File: src/rtl/pwm_pkg.sv
// Shared constants and the PWM compare helper for the PWM peripheral.
package pwm_pkg;

  localparam int unsigned PWM_DIV_DEFAULT = 13;
  localparam int unsigned REG_W           = 8;
  localparam logic [REG_W-1:0] DUTY_FULL  = 8'hFF;
  localparam int unsigned NUM_PINS        = 16;

  // Full-scale duty is forced high so the pin never dips for one count at cnt == 255.
  function automatic logic pwm_level(logic [REG_W-1:0] cnt, logic [REG_W-1:0] duty);
    return (duty == DUTY_FULL) ? 1'b1 : (cnt < duty);
  endfunction

endpackage

File: src/rtl/pwm_peripheral_if.sv
// Register-bank side of the PWM peripheral: control registers in, pin drive out.
interface pwm_peripheral_if;
  import pwm_pkg::*;

  logic [REG_W-1:0]    en_reg_out_7_0;
  logic [REG_W-1:0]    en_reg_out_15_8;
  logic [REG_W-1:0]    en_reg_pwm_7_0;
  logic [REG_W-1:0]    en_reg_pwm_15_8;
  logic [REG_W-1:0]    pwm_duty_cycle;
  logic [NUM_PINS-1:0] out;
  logic                period_start;

  modport master (
    output en_reg_out_7_0, en_reg_out_15_8, en_reg_pwm_7_0, en_reg_pwm_15_8, pwm_duty_cycle,
    input  out, period_start
  );

  modport slave (
    input  en_reg_out_7_0, en_reg_out_15_8, en_reg_pwm_7_0, en_reg_pwm_15_8, pwm_duty_cycle,
    output out, period_start
  );

endinterface

File: src/rtl/pwm_counter.sv
// Prescaler plus free-running 8-bit PWM counter; flags the period boundary.
module pwm_counter
  import pwm_pkg::*;
#(
  parameter int unsigned DIV = PWM_DIV_DEFAULT
) (
  input  logic             clk,
  input  logic             rst_n,
  output logic [REG_W-1:0] pwm_cnt,
  output logic             boundary,
  output logic             period_start
);

  localparam logic [15:0] PrescMax = 16'(DIV - 1);

  logic [15:0] presc;
  logic        tick;

  assign tick     = (presc == PrescMax);
  assign boundary = tick && (pwm_cnt == '1);

  // Prescaler wraps at DIV-1; counter advances once per tick and wraps 255 -> 0.
  always_ff @(posedge clk or negedge rst_n) begin
    if (!rst_n) begin
      presc        <= '0;
      pwm_cnt      <= '0;
      period_start <= 1'b0;
    end else begin
      presc        <= tick ? '0 : presc + 16'd1;
      if (tick) begin
        pwm_cnt <= pwm_cnt + 8'd1;
      end
      period_start <= boundary;
    end
  end

endmodule

File: src/rtl/pwm_peripheral.sv
// 16-pin PWM output stage: duty shadow, shared compare and per-pin output register.
module pwm_peripheral
  import pwm_pkg::*;
#(
  parameter int unsigned DIV = PWM_DIV_DEFAULT
) (
  input  logic             clk,
  input  logic             rst_n,
  pwm_peripheral_if.slave  bus
);

  logic [REG_W-1:0]    pwm_cnt;
  logic                boundary;
  logic                period_start;
  logic [REG_W-1:0]    duty_shadow;
  logic                pwm_raw;
  logic [NUM_PINS-1:0] oe;
  logic [NUM_PINS-1:0] pe;
  logic [NUM_PINS-1:0] out_q;

  pwm_counter #(
    .DIV (DIV)
  ) u_counter (
    .clk          (clk),
    .rst_n        (rst_n),
    .pwm_cnt      (pwm_cnt),
    .boundary     (boundary),
    .period_start (period_start)
  );

  assign oe      = {bus.en_reg_out_15_8, bus.en_reg_out_7_0};
  assign pe      = {bus.en_reg_pwm_15_8, bus.en_reg_pwm_7_0};
  assign pwm_raw = pwm_level(pwm_cnt, duty_shadow);

  // Duty is only sampled at the period boundary so each period is glitch-free.
  always_ff @(posedge clk or negedge rst_n) begin
    if (!rst_n) begin
      duty_shadow <= '0;
    end else if (boundary) begin
      duty_shadow <= bus.pwm_duty_cycle;
    end
  end

  // Per-pin mux: disabled -> 0, static -> 1, PWM mode -> shared level. Enables are live.
  always_ff @(posedge clk or negedge rst_n) begin
    if (!rst_n) begin
      out_q <= '0;
    end else begin
      out_q <= oe & (~pe | {NUM_PINS{pwm_raw}});
    end
  end

  assign bus.out          = out_q;
  assign bus.period_start = period_start;

endmodule

File: src/flat_wrapper.sv
// flat-port wrapper written by rule: the top's interface ports become plain ports
module pwm_peripheral_flat import pwm_pkg::*;
#(
  parameter int unsigned DIV = PWM_DIV_DEFAULT
)
  (clk, rst_n, bus_en_reg_out_7_0, bus_en_reg_out_15_8, bus_en_reg_pwm_7_0, bus_en_reg_pwm_15_8, bus_pwm_duty_cycle, bus_out, bus_period_start);
  pwm_peripheral_if bus_i ();
  input  logic clk;
  input  logic rst_n;
  input wire logic [$bits(bus_i.en_reg_out_7_0)-1:0] bus_en_reg_out_7_0;
  input wire logic [$bits(bus_i.en_reg_out_15_8)-1:0] bus_en_reg_out_15_8;
  input wire logic [$bits(bus_i.en_reg_pwm_7_0)-1:0] bus_en_reg_pwm_7_0;
  input wire logic [$bits(bus_i.en_reg_pwm_15_8)-1:0] bus_en_reg_pwm_15_8;
  input wire logic [$bits(bus_i.pwm_duty_cycle)-1:0] bus_pwm_duty_cycle;
  output wire logic [$bits(bus_i.out)-1:0] bus_out;
  output wire logic [$bits(bus_i.period_start)-1:0] bus_period_start;
  assign bus_i.en_reg_out_7_0 = bus_en_reg_out_7_0;
  assign bus_i.en_reg_out_15_8 = bus_en_reg_out_15_8;
  assign bus_i.en_reg_pwm_7_0 = bus_en_reg_pwm_7_0;
  assign bus_i.en_reg_pwm_15_8 = bus_en_reg_pwm_15_8;
  assign bus_i.pwm_duty_cycle = bus_pwm_duty_cycle;
  assign bus_out = bus_i.out;
  assign bus_period_start = bus_i.period_start;
  pwm_peripheral #(.DIV(DIV)) u_core (.clk(clk), .rst_n(rst_n), .bus(bus_i));
endmodule
File: config.mk
export PLATFORM = sky130hd
export DESIGN_NAME = pwm_peripheral_flat
export DESIGN_NICKNAME = d
export VERILOG_FILES = /design/src/rtl/pwm_pkg.sv /design/src/rtl/pwm_peripheral_if.sv /design/src/rtl/pwm_counter.sv /design/src/rtl/pwm_peripheral.sv /design/src/flat_wrapper.sv
export SDC_FILE = /design/constraint.sdc
export NUM_CORES = 1
export LEC_CHECK = 0
export ABC_CLOCK_PERIOD_IN_PS = 2400
export CAP_MARGIN = 5
export CORE_UTILIZATION = 62
export DETAILED_ROUTE_END_ITERATION = 12
export DONT_BUFFER_PORTS = 1
export GPL_TIMING_DRIVEN = 0
export PLACE_DENSITY = 0.81
export SETUP_SLACK_MARGIN = 0.05
export SLEW_MARGIN = 5
export SYNTH_ARGS = -nofsm -noshare
export SYNTH_HDL_FRONTEND = slang
export SYNTH_HIERARCHICAL = 1
export SYNTH_SLANG_ARGS = --single-unit
File: constraint.sdc
create_clock -name clk -period 2.4 [get_ports clk]
set_clock_uncertainty 0.15 [all_clocks]
set_input_delay 0.72 -clock clk [delete_from_list [all_inputs] [get_ports clk]]
set_output_delay 0.72 -clock clk [all_outputs]
set_load 0.005 [all_outputs]
; ---- After elaboration in Yosys (flattened, before gate mapping)
; Cells that the tools add are included.
; W data, S select, Z words.
[totals]
regBits = 49
elab_cells = 17
output_inout_bits = 17
[classes]
order_cmp = 1
n_eq_ne = 3
n_bitwise = 3
n_reduce_logical = 1
n_mux = 2
addsub = 2
[op_table]
columns = op, n
row1 = $add A16 B1 Y16 const B, 1
row2 = $and A16 B16 Y16, 1
row3 = $eq A16 B4 Y1 const B, 1
row4 = $eq A8 B8 Y1 const B, 2
row5 = $mux W16, 1
row6 = $not A16 Y16, 1
row7 = $or A16 B16 Y16, 1
row8 = $add A8 B1 Y8 const B, 1
row9 = $lt A8 B8 Y1, 1
row10 = $logic_and A1 B1 Y1, 1
row11 = $mux W1, 1

; ---- Depth between registers and ports, before layout
; Gate-level depths: netlist (run 1).
[depth]
ltp_word = 4
depth_mapped = 10
ltp_nobuf = 8

; ---- By module
; Netlist (run 1), hierarchy kept.
[by_module_without_submodules]
columns = module, instances, cells_each, area_per_inst_um2
row1 = pwm_counter, 1, 96, 1147.4
row2 = pwm_peripheral, 1, 84, 1067.3

; ---- Worst setup path before layout (run 1)
; No wires, ideal clock.
[synth_timing]
path_kind = reg2reg
from = reg u_core.u_counter.presc[0]
to = reg u_core.duty_shadow[1]
t_arrival_ns = 1.935
path_slack_ns = 0.184
stages_incl_launch_ff = 10
path_buffers = 2
path_cell_list = dfrtp_1 > inv_1 > ha_1 > nor4b_1 > and4_4 > buf_6 > nand2_1 > nor2_1 > clkbuf_1 > o21ai_0
[synth_via]
elab_chain_cells = 2
[synth_rtl]
columns = element, line_no
row1 = start: declaration, pwm_counter.sv:16  ; logic [15:0] presc;
row2 = start signal: assignment, pwm_counter.sv:29  ; presc <= tick ? '0 : presc + 16'd1;
row3 = $eq A16 B4 Y1, pwm_counter.sv:19  ; assign tick = (presc == PrescMax);
row4 = $logic_and A1 B1 Y1, pwm_counter.sv:20  ; assign boundary = tick && (pwm_cnt == '1);
row5 = via u_core.boundary, pwm_peripheral.sv:13  ; logic boundary;
row6 = end signal: assignment, pwm_peripheral.sv:40  ; duty_shadow <= bus.pwm_duty_cycle;
row7 = end: declaration, pwm_peripheral.sv:15  ; logic [REG_W-1:0] duty_shadow;
; The timed path passes the listed nets, and every way through them passes these cells.
; A chain may end at the register's enable or synchronous reset.

; ---- Worst setup path in the final report (run 1)
[layout_timing]
from = reg u_core.u_counter.presc[0]
to = reg u_core.duty_shadow[4]
; The elaborated chain is that of the path after synthesis.

==> metrics.csv, run 1 <==
stage;metric;value;unit
timing;setup_slack;0.184;ns
final_layout;final_common_cell;dfrtp_1;
route;drtIter0Drc;64;
place;dp_hpwl;2.99;mm
clock_network;cts_tree;built;
logic_synthesis;yosys_warnings;6;
final_layout;antenna_cells;0;
floorplan;dieArea;3810;um2
worst_setup_path;worstPathArrival;2.35;ns
run_status;outcome;complete, no violations;
timing;setup_viol;0;
worst_setup_path;worst_r2r_endpoint;u_core/duty_shadow[4];
logic_synthesis;syn_inst;180;
worst_setup_path;critPathMaxFanout;10;
route;first_pass_iters;4;
logic_synthesis;synth_top_area_cell;dfrtp_1;
worst_setup_path;worst_ep_required_time;2.54;ns
job;drv_cap;0;
power_and_ir_drop;p_int;0.00118;W
floorplan;ios;59;
worst_setup_path;worst_setup_path_start_kind;flop;
clock_network;cts-root-buf;clkbuf_4;
route;avgViaCountPerCell;5.84;
grt;grt_pass1_vias;1363;
final_layout;nets;242;
logic_synthesis;synth_nets;232;
route;drc_errors;0;
timing;slew_violations;0;
power_and_ir_drop;clock_power_share;39.7;%
logic_synthesis;syn-cell-area;2210;um2
floorplan;die-height;61.8;um
worst_setup_path;r2r_cells;10;
floorplan;die_x;61.8;um
clock_network;cts_buffers;5;
place;port_buffers;0;
power_and_ir_drop;vdd_drop_max;462;uV
place;place_congestion;0.819;
grt;grt_overflow;0;
clock_network;cts_num_sinks;49;
clock_network;insertion_delay;0.37;ns
route;wl;4.14;mm
timing;hold_slack;0.0296;ns
logic_synthesis;seq_area_frac_synth;55.4;%
worst_setup_path;timing.rr.start;u_core/u_counter/presc[0];
final_layout;syn2layout_area_growth;10.1;%
floorplan;fp-row-count;21;
final_layout;drive_above_1_share;20.4;%
final_layout;layout_common_cells;dfrtp_1 (47), nand2_1 (14), xnor2_1 (14);
logic_synthesis;synth_seq_cells;49;
power_and_ir_drop;power;0.00146;W
logic_synthesis;synth_cell_types;32;
logic_synthesis;synth.top_cell.area_share;55.4;%
clock_network;htree_levels;2;
timing;tightest_slew;0.473;ns
route;ant_nets;0;
floorplan;core_area;3390;um2
route;routed_wire_length_per_instance;17.5;um
worst_setup_path;end_kind;flop;
worst_setup_path;critical_path_class;flop to flop;
power_and_ir_drop;comb_power_share;2.3;%
timing;slew_headroom;68.5;%
power_and_ir_drop;power.switching;0.000283;W
grt;grt_pass1_wl;6.25;mm
floorplan;initial_core_util;65.3;%
timing;layout_min_cycle_time;2.22;ns
grt;grt_usage;23.5;%
clock_network;clk_pin_slew_worst_paths;0.14;ns
power_and_ir_drop;cellLeakagePower;1.11;nW
worst_setup_path;reg2reg_slack;0.18;ns
logic_synthesis;syn_area_per_cell;12.3;um2
grt;grt_max_degree;50;
power_and_ir_drop;p_per_area;599;nW/um2
logic_synthesis;synth_area_leaders;dfrtp_1 (55%), ha_1 (5.6%), xnor2_1 (5.5%);
timing;maxClockFrequency;451;MHz
clock_network;cts_buffer_depth;2;
power_and_ir_drop;seqPwrFrac;58.1;%
timing;finalCritPeriodShare;92.3;%
grt;antenna_found_initial;0;
timing;hold_violations;0;
power_and_ir_drop;switching_share;19.4;%
timing;rsz0062_at_grt;false;
hold_path;min_path_type;input pin to async pin;
route;num_vias;1384;
place;place_ws;-0.214;ns
==> worst max path at each step <==
stage | start | to | slack [ns] | cells past startpoint
2_1_floorplan | u_core/u_counter/presc[0] | u_core/duty_shadow[1] | 0.18 | 9
3_3_place_gp | u_core/u_counter/presc[0] | u_core/duty_shadow[4] | -0.11 | 9
3_5_place_dp | u_core/u_counter/presc[0] | u_core/duty_shadow[5] | -0.21 | 10
4_1_cts | u_core/u_counter/presc[1] | u_core/duty_shadow[4] | 0.06 | 10
5_1_grt | u_core/u_counter/presc[0] | u_core/duty_shadow[4] | 0.06 | 10
6_report | u_core/u_counter/presc[0] | u_core/duty_shadow[4] | 0.18 | 10
==> per-layer routing <==
metal | wire, um | share of wire (%) | vias to the layer above | GRT usage [%]
li1 | - | - | 641 | -
met1 | 1600 | 39 | 680 | 28.2
met2 | 2190 | 53 | 53 | 39.0
met3 | 266 | 6.4 | 10 | 8.70
met4 | 82 | 2.0 | 0 | 8.89
met5 | 0 | 0 | - | 0
==> Yosys cell counts <==
cell       instances
nor3_1             2
o21a_1             2
o21ai_0            7
nor4_4             1
o32ai_2            1
clkbuf_1           1
a21boi_0           6
o22ai_1            1
nor4b_1            1
mux2_2             2
nand2b_1           1
buf_6              2
and2b_2            1
xnor2_1           14
and3_2             1
and4bb_2           1
a21oi_1            2
dfrtp_1           49
nand4_4            1
nor2_1             9
xor2_1             7
ha_1              10
nand3_1            9
nor4_1             1
a2111oi_4          1
and4_4             2
nand2_1           14
inv_1             10
nand4_1            7
and2_1             2
a21boi_2          10
and3_1             2
==> registers in the layout, indices dropped and copies added, names as in the netlist <==
signal,flops
u_core/u_counter/presc,16
u_core/u_counter/period_start,1
u_core/duty_shadow,8
u_core/u_counter/pwm_cnt,8
u_core/bus.out,16
==> metrics by stage <==
step / TNS (ns) / utilization, % / instances / instance area, um2
floorplan: 0 / - / 180 / 2210
finish: 0 / 71.9 / 237 / 2440
detailed placement: -1.39 / 67.0 / 226 / 2270
global route: 0 / 71.9 / 237 / 2440
CTS: 0 / 71.2 / 235 / 2410
global placement: -0.753 / 67.0 / 226 / 2270
==> power by group through the flow <==
stage                     Sequential, W  Combinational, W  Clock (W)
after global routing           0.000849         0.0000384   0.000618
after floorplan                0.000861         0.0000119          0
after detailed placement       0.000863         0.0000138          0
after CTS                      0.000848         0.0000345   0.000586
after global placement         0.000864         0.0000126          0
final                          0.000847         0.0000330   0.000579
==> cells by family (layout without fill, tap and decap cells) <==
| logic type | count (synthesis) | count (layout) | share of synthesized area, % |
|---|---|---|---|
| AOI/OAI and AO/OA | 30 | 30 | 12.1 |
| and+or+nand+nor | 55 | 55 | 14.7 |
| DFF | 49 | 49 | 55.4 |
| adders and majority gates | 10 | 10 | 5.65 |
| xor gates and xnor gates | 21 | 21 | 8.31 |
| buffers and inverters | 13 | 24 | 2.88 |
| muxes | 2 | 2 | 1.02 |
==> layout make-up <==
type	instances	area (um2)
clock buffers	5	37.5
clock inverters	3	65.1
multi-input cells	118	938
repair buffers	3	42.5
fillers	223	952
plain buffers	3	30.0
flip-flops and latches	49	1230
inverters	10	37.5
well taps	46	57.6
==> repair_timing <==
item,in CTS,in global routing
pin swaps,0,2
endpoints found under the setup margin,8,8
setup buffers,0,2
gates resized for setup,5,2
hold buffers,1,0
hold endpoints to repair,49,0
==> critical path, stage by stage, from the launching register on <==
cell	delay, ns
dfrtp_2	0.48
inv_1	0.07
ha_1	0.13
nor4b_2	0.18
and4_4	0.29
buf_6	0.15
nand2_1	0.13
nor2_4	0.17
clkbuf_4	0.22
nand2_1	0.08
o21ai_0	0.10
(Power assumes the default switching activity.)
==> run 2: changes to the inputs <==
- BUFFER_PORTS_ARGS: not set -> -buffer_cell sky130_fd_sc_hd__buf_2
- CORE_UTILIZATION: 62 -> 52
- CTS_CLUSTER_DIAMETER: not set -> 60
- DONT_BUFFER_PORTS: 1 -> not set
- PLACE_DENSITY: 0.81 -> 0.82
==> metrics.csv, run 2 (synthesized netlist as in run 1, its figures left out) <==
stage;metric;value;unit;change
final_layout;syn2layout_area_growth;22.3;%;was 10.1%
power_and_ir_drop;p_int;0.00122;W;was 0.00118 W
place;place_ws;-0.219;ns;was -0.214 ns
timing;hold_violations;0;;unchanged
worst_setup_path;timing.rr.start;u_core/u_counter/presc[0];;unchanged
power_and_ir_drop;switching_share;19.2;%;was 19.4%
grt;grt_max_degree;50;;unchanged
route;num_vias;1497;;was 1384
worst_setup_path;end_kind;flop;;unchanged
worst_setup_path;critical_path_class;flop to flop;;unchanged
final_layout;nets;298;;was 242
final_layout;stdcell_count;297;;was 237
place;place_congestion;0.780;;was 0.819
route;drtIter0Drc;41;;was 64
worst_setup_path;worstSetupStartpoint;u_core/u_counter/presc[0];;unchanged
floorplan;ios;59;;unchanged
grt;grt_pass1_wl;6.35;mm;was 6.25 mm
timing;slew_violations;0;;unchanged
timing;setup_viol;0;;unchanged
clock_network;cts-root-buf;clkbuf_8;;was clkbuf_4
hold_path;hold_start;u_core/u_counter/presc[15];;
route;first_pass_iters;4;;unchanged
hold_path;min_path_type;flop to flop;;was input pin to async pin
worst_setup_path;worstPathArrival;2.24;ns;was 2.35 ns
floorplan;core_area;4060;um2;was 3390 um2
place;port_buffers;58;;was 0
floorplan;die_x;67.3;um;was 61.8 um
power_and_ir_drop;vdd_drop_max;410;uV;was 462 uV
route;avgViaCountPerCell;5.04;;was 5.84
worst_setup_path;reg2reg_slack;0.20;ns;was 0.18 ns
final_layout;fin_util;66.8;%;was 71.9%
clock_network;cts_buffers;5;;unchanged
job;drv_cap;0;;unchanged
power_and_ir_drop;p_per_area;557;nW/um2;was 599 nW/um2
power_and_ir_drop;seqPwrFrac;55.7;%;was 58.1%
timing;slew_headroom;31.6;%;was 68.5%
timing;maxClockFrequency;454;MHz;was 451 MHz
clock_network;htree_levels;2;;unchanged
final_layout;final_common_cell;buf_2;;was dfrtp_1
route;routed_wire_length_per_instance;12.6;um;was 17.5 um
power_and_ir_drop;cellLeakagePower;1.33;nW;was 1.11 nW
power_and_ir_drop;clock_power_share;39.3;%;was 39.7%
timing;rsz0062_at_grt;false;;unchanged
floorplan;die-height;67.3;um;was 61.8 um
run_status;outcome;complete, no violations;;unchanged
grt;grt_pass1_vias;1467;;was 1363
timing;layout_min_cycle_time;2.20;ns;was 2.22 ns
grt;antenna_found_initial;0;;unchanged
clock_network;insertion_delay;0.30;ns;was 0.37 ns
power_and_ir_drop;power.switching;0.000290;W;was 0.000283 W
route;wl;3.74;mm;was 4.14 mm
clock_network;cts_tree;built;;unchanged
final_layout;antenna_cells;0;;unchanged
timing;setup_slack;0.196;ns;was 0.184 ns
floorplan;fp-row-count;23;;was 21
grt;grt_usage;19.3;%;was 23.5%
timing;finalCritPeriodShare;91.8;%;was 92.3%
floorplan;initial_core_util;54.6;%;was 65.3%
place;dpl.cell_count;288;;was 226
clock_network;cts_num_sinks;49;;unchanged
clock_network;hold_buffers;0;;was 1
worst_setup_path;critPathMaxFanout;10;;unchanged
final_layout;layout_common_cells;buf_2 (58), dfrtp_1 (49), nand2_1 (14), xnor2_1 (14);;was dfrtp_1 (47), nand2_1 (14), xnor2_1 (14)
timing;tightest_slew;1.03;ns;was 0.473 ns
worst_setup_path;worst_ep_required_time;2.44;ns;was 2.54 ns
power_and_ir_drop;comb_power_share;5.0;%;was 2.3%
route;ant_nets;0;;unchanged
timing;hold_slack;0.324;ns;was 0.0296 ns
floorplan;dieArea;4520;um2;was 3810 um2
final_layout;drive_above_1_share;37.2;%;was 20.4%
route;drc_errors;0;;unchanged
grt;grt_overflow;0;;unchanged
worst_setup_path;worst_setup_path_start_kind;flop;;unchanged
clock_network;cts_buffer_depth;2;;unchanged
place;dp_hpwl;2.75;mm;was 2.99 mm
clock_network;clk_pin_slew_worst_paths;0.08;ns;was 0.14 ns
run 2: changes by cell type in the layout (fill, tap and decap cells not counted), moves of 2 or more:
| cell | before | now |
|---|---|---|
| dfrtp_1 | 47 | 49 |
| clkbuf_8 | 0 | 6 |
| clkbuf_4 | 6 | 1 |
| buf_2 | 0 | 58 |
| dfrtp_2 | 2 | 0 |
run 2: layer usage:
layer	up-vias	GRT usage [%]	share of wire, %
met4	0	7.18	0.85
met1	693	25.0	47
met3	3	6.42	6.0
met5	-	0	0
met2	52	30.0	46
li1	749	-	-
run 2: final timing paths:
check,endpoint,cells after the start
worst max-delay path,u_core/duty_shadow[0],8
worst min-delay path,u_core/u_counter/presc[15],1
worst max register to register,u_core/duty_shadow[0],8
worst min register to register,u_core/u_counter/presc[15],1
max in group asynchronous,u_core/duty_shadow[1],1
min in group asynchronous,u_core/bus.out[8],1
run 2: critical path, stage by stage, from the launching register on:
cell	delay, ns
dfrtp_1	0.46
inv_1	0.09
ha_1	0.13
nor4b_2	0.17
and4_4	0.28
buf_6	0.14
nand2_1	0.12
nor2_4	0.20
mux2_2	0.36
run 2: metrics by stage:
| stage | area (um2) | setup TNS, ns | power [W] |
|---|---|---|---|
| after CTS | 2690 | 0 | 0.00153 |
| final | 2710 | 0 | 0.00151 |
| after global placement | 2570 | -1.12 | 0.000933 |
| after detailed placement | 2570 | -1.53 | 0.000935 |
| after global routing | 2710 | 0 | 0.00157 |
| after floorplan | 2210 | 0 | 0.000873 |
run 2: final cells by class:
cell class,instances,area [um2]
fill,280,1350
sequential,49,1230
multi-input combinational,118,938
timing repair buffer,59,298
clock buffer,7,86.3
tap,50,62.6
inverter,10,37.5
clock inverter,1,30.0
buffer,3,30.0
run 2: timing repair:
| item | in CTS | in global routing |
|---|---|---|
| buffers inserted | 0 | 1 |
| pin swaps | 0 | 1 |
| endpoints found under the setup margin | 8 | 8 |
| gates resized for setup | 3 | 3 |
run 2: power by group through the flow:
| stage | logic (W) | registers (W) | clock network (W) |
|---|---|---|---|
| floorplan | 0.0000119 | 0.000861 | 0 |
| global placement | 0.0000756 | 0.000858 | 0 |
| detailed placement | 0.0000774 | 0.000858 | 0 |
| CTS | 0.0000773 | 0.000841 | 0.000607 |
| global route | 0.0000857 | 0.000843 | 0.000638 |
| finish | 0.0000750 | 0.000841 | 0.000593 |
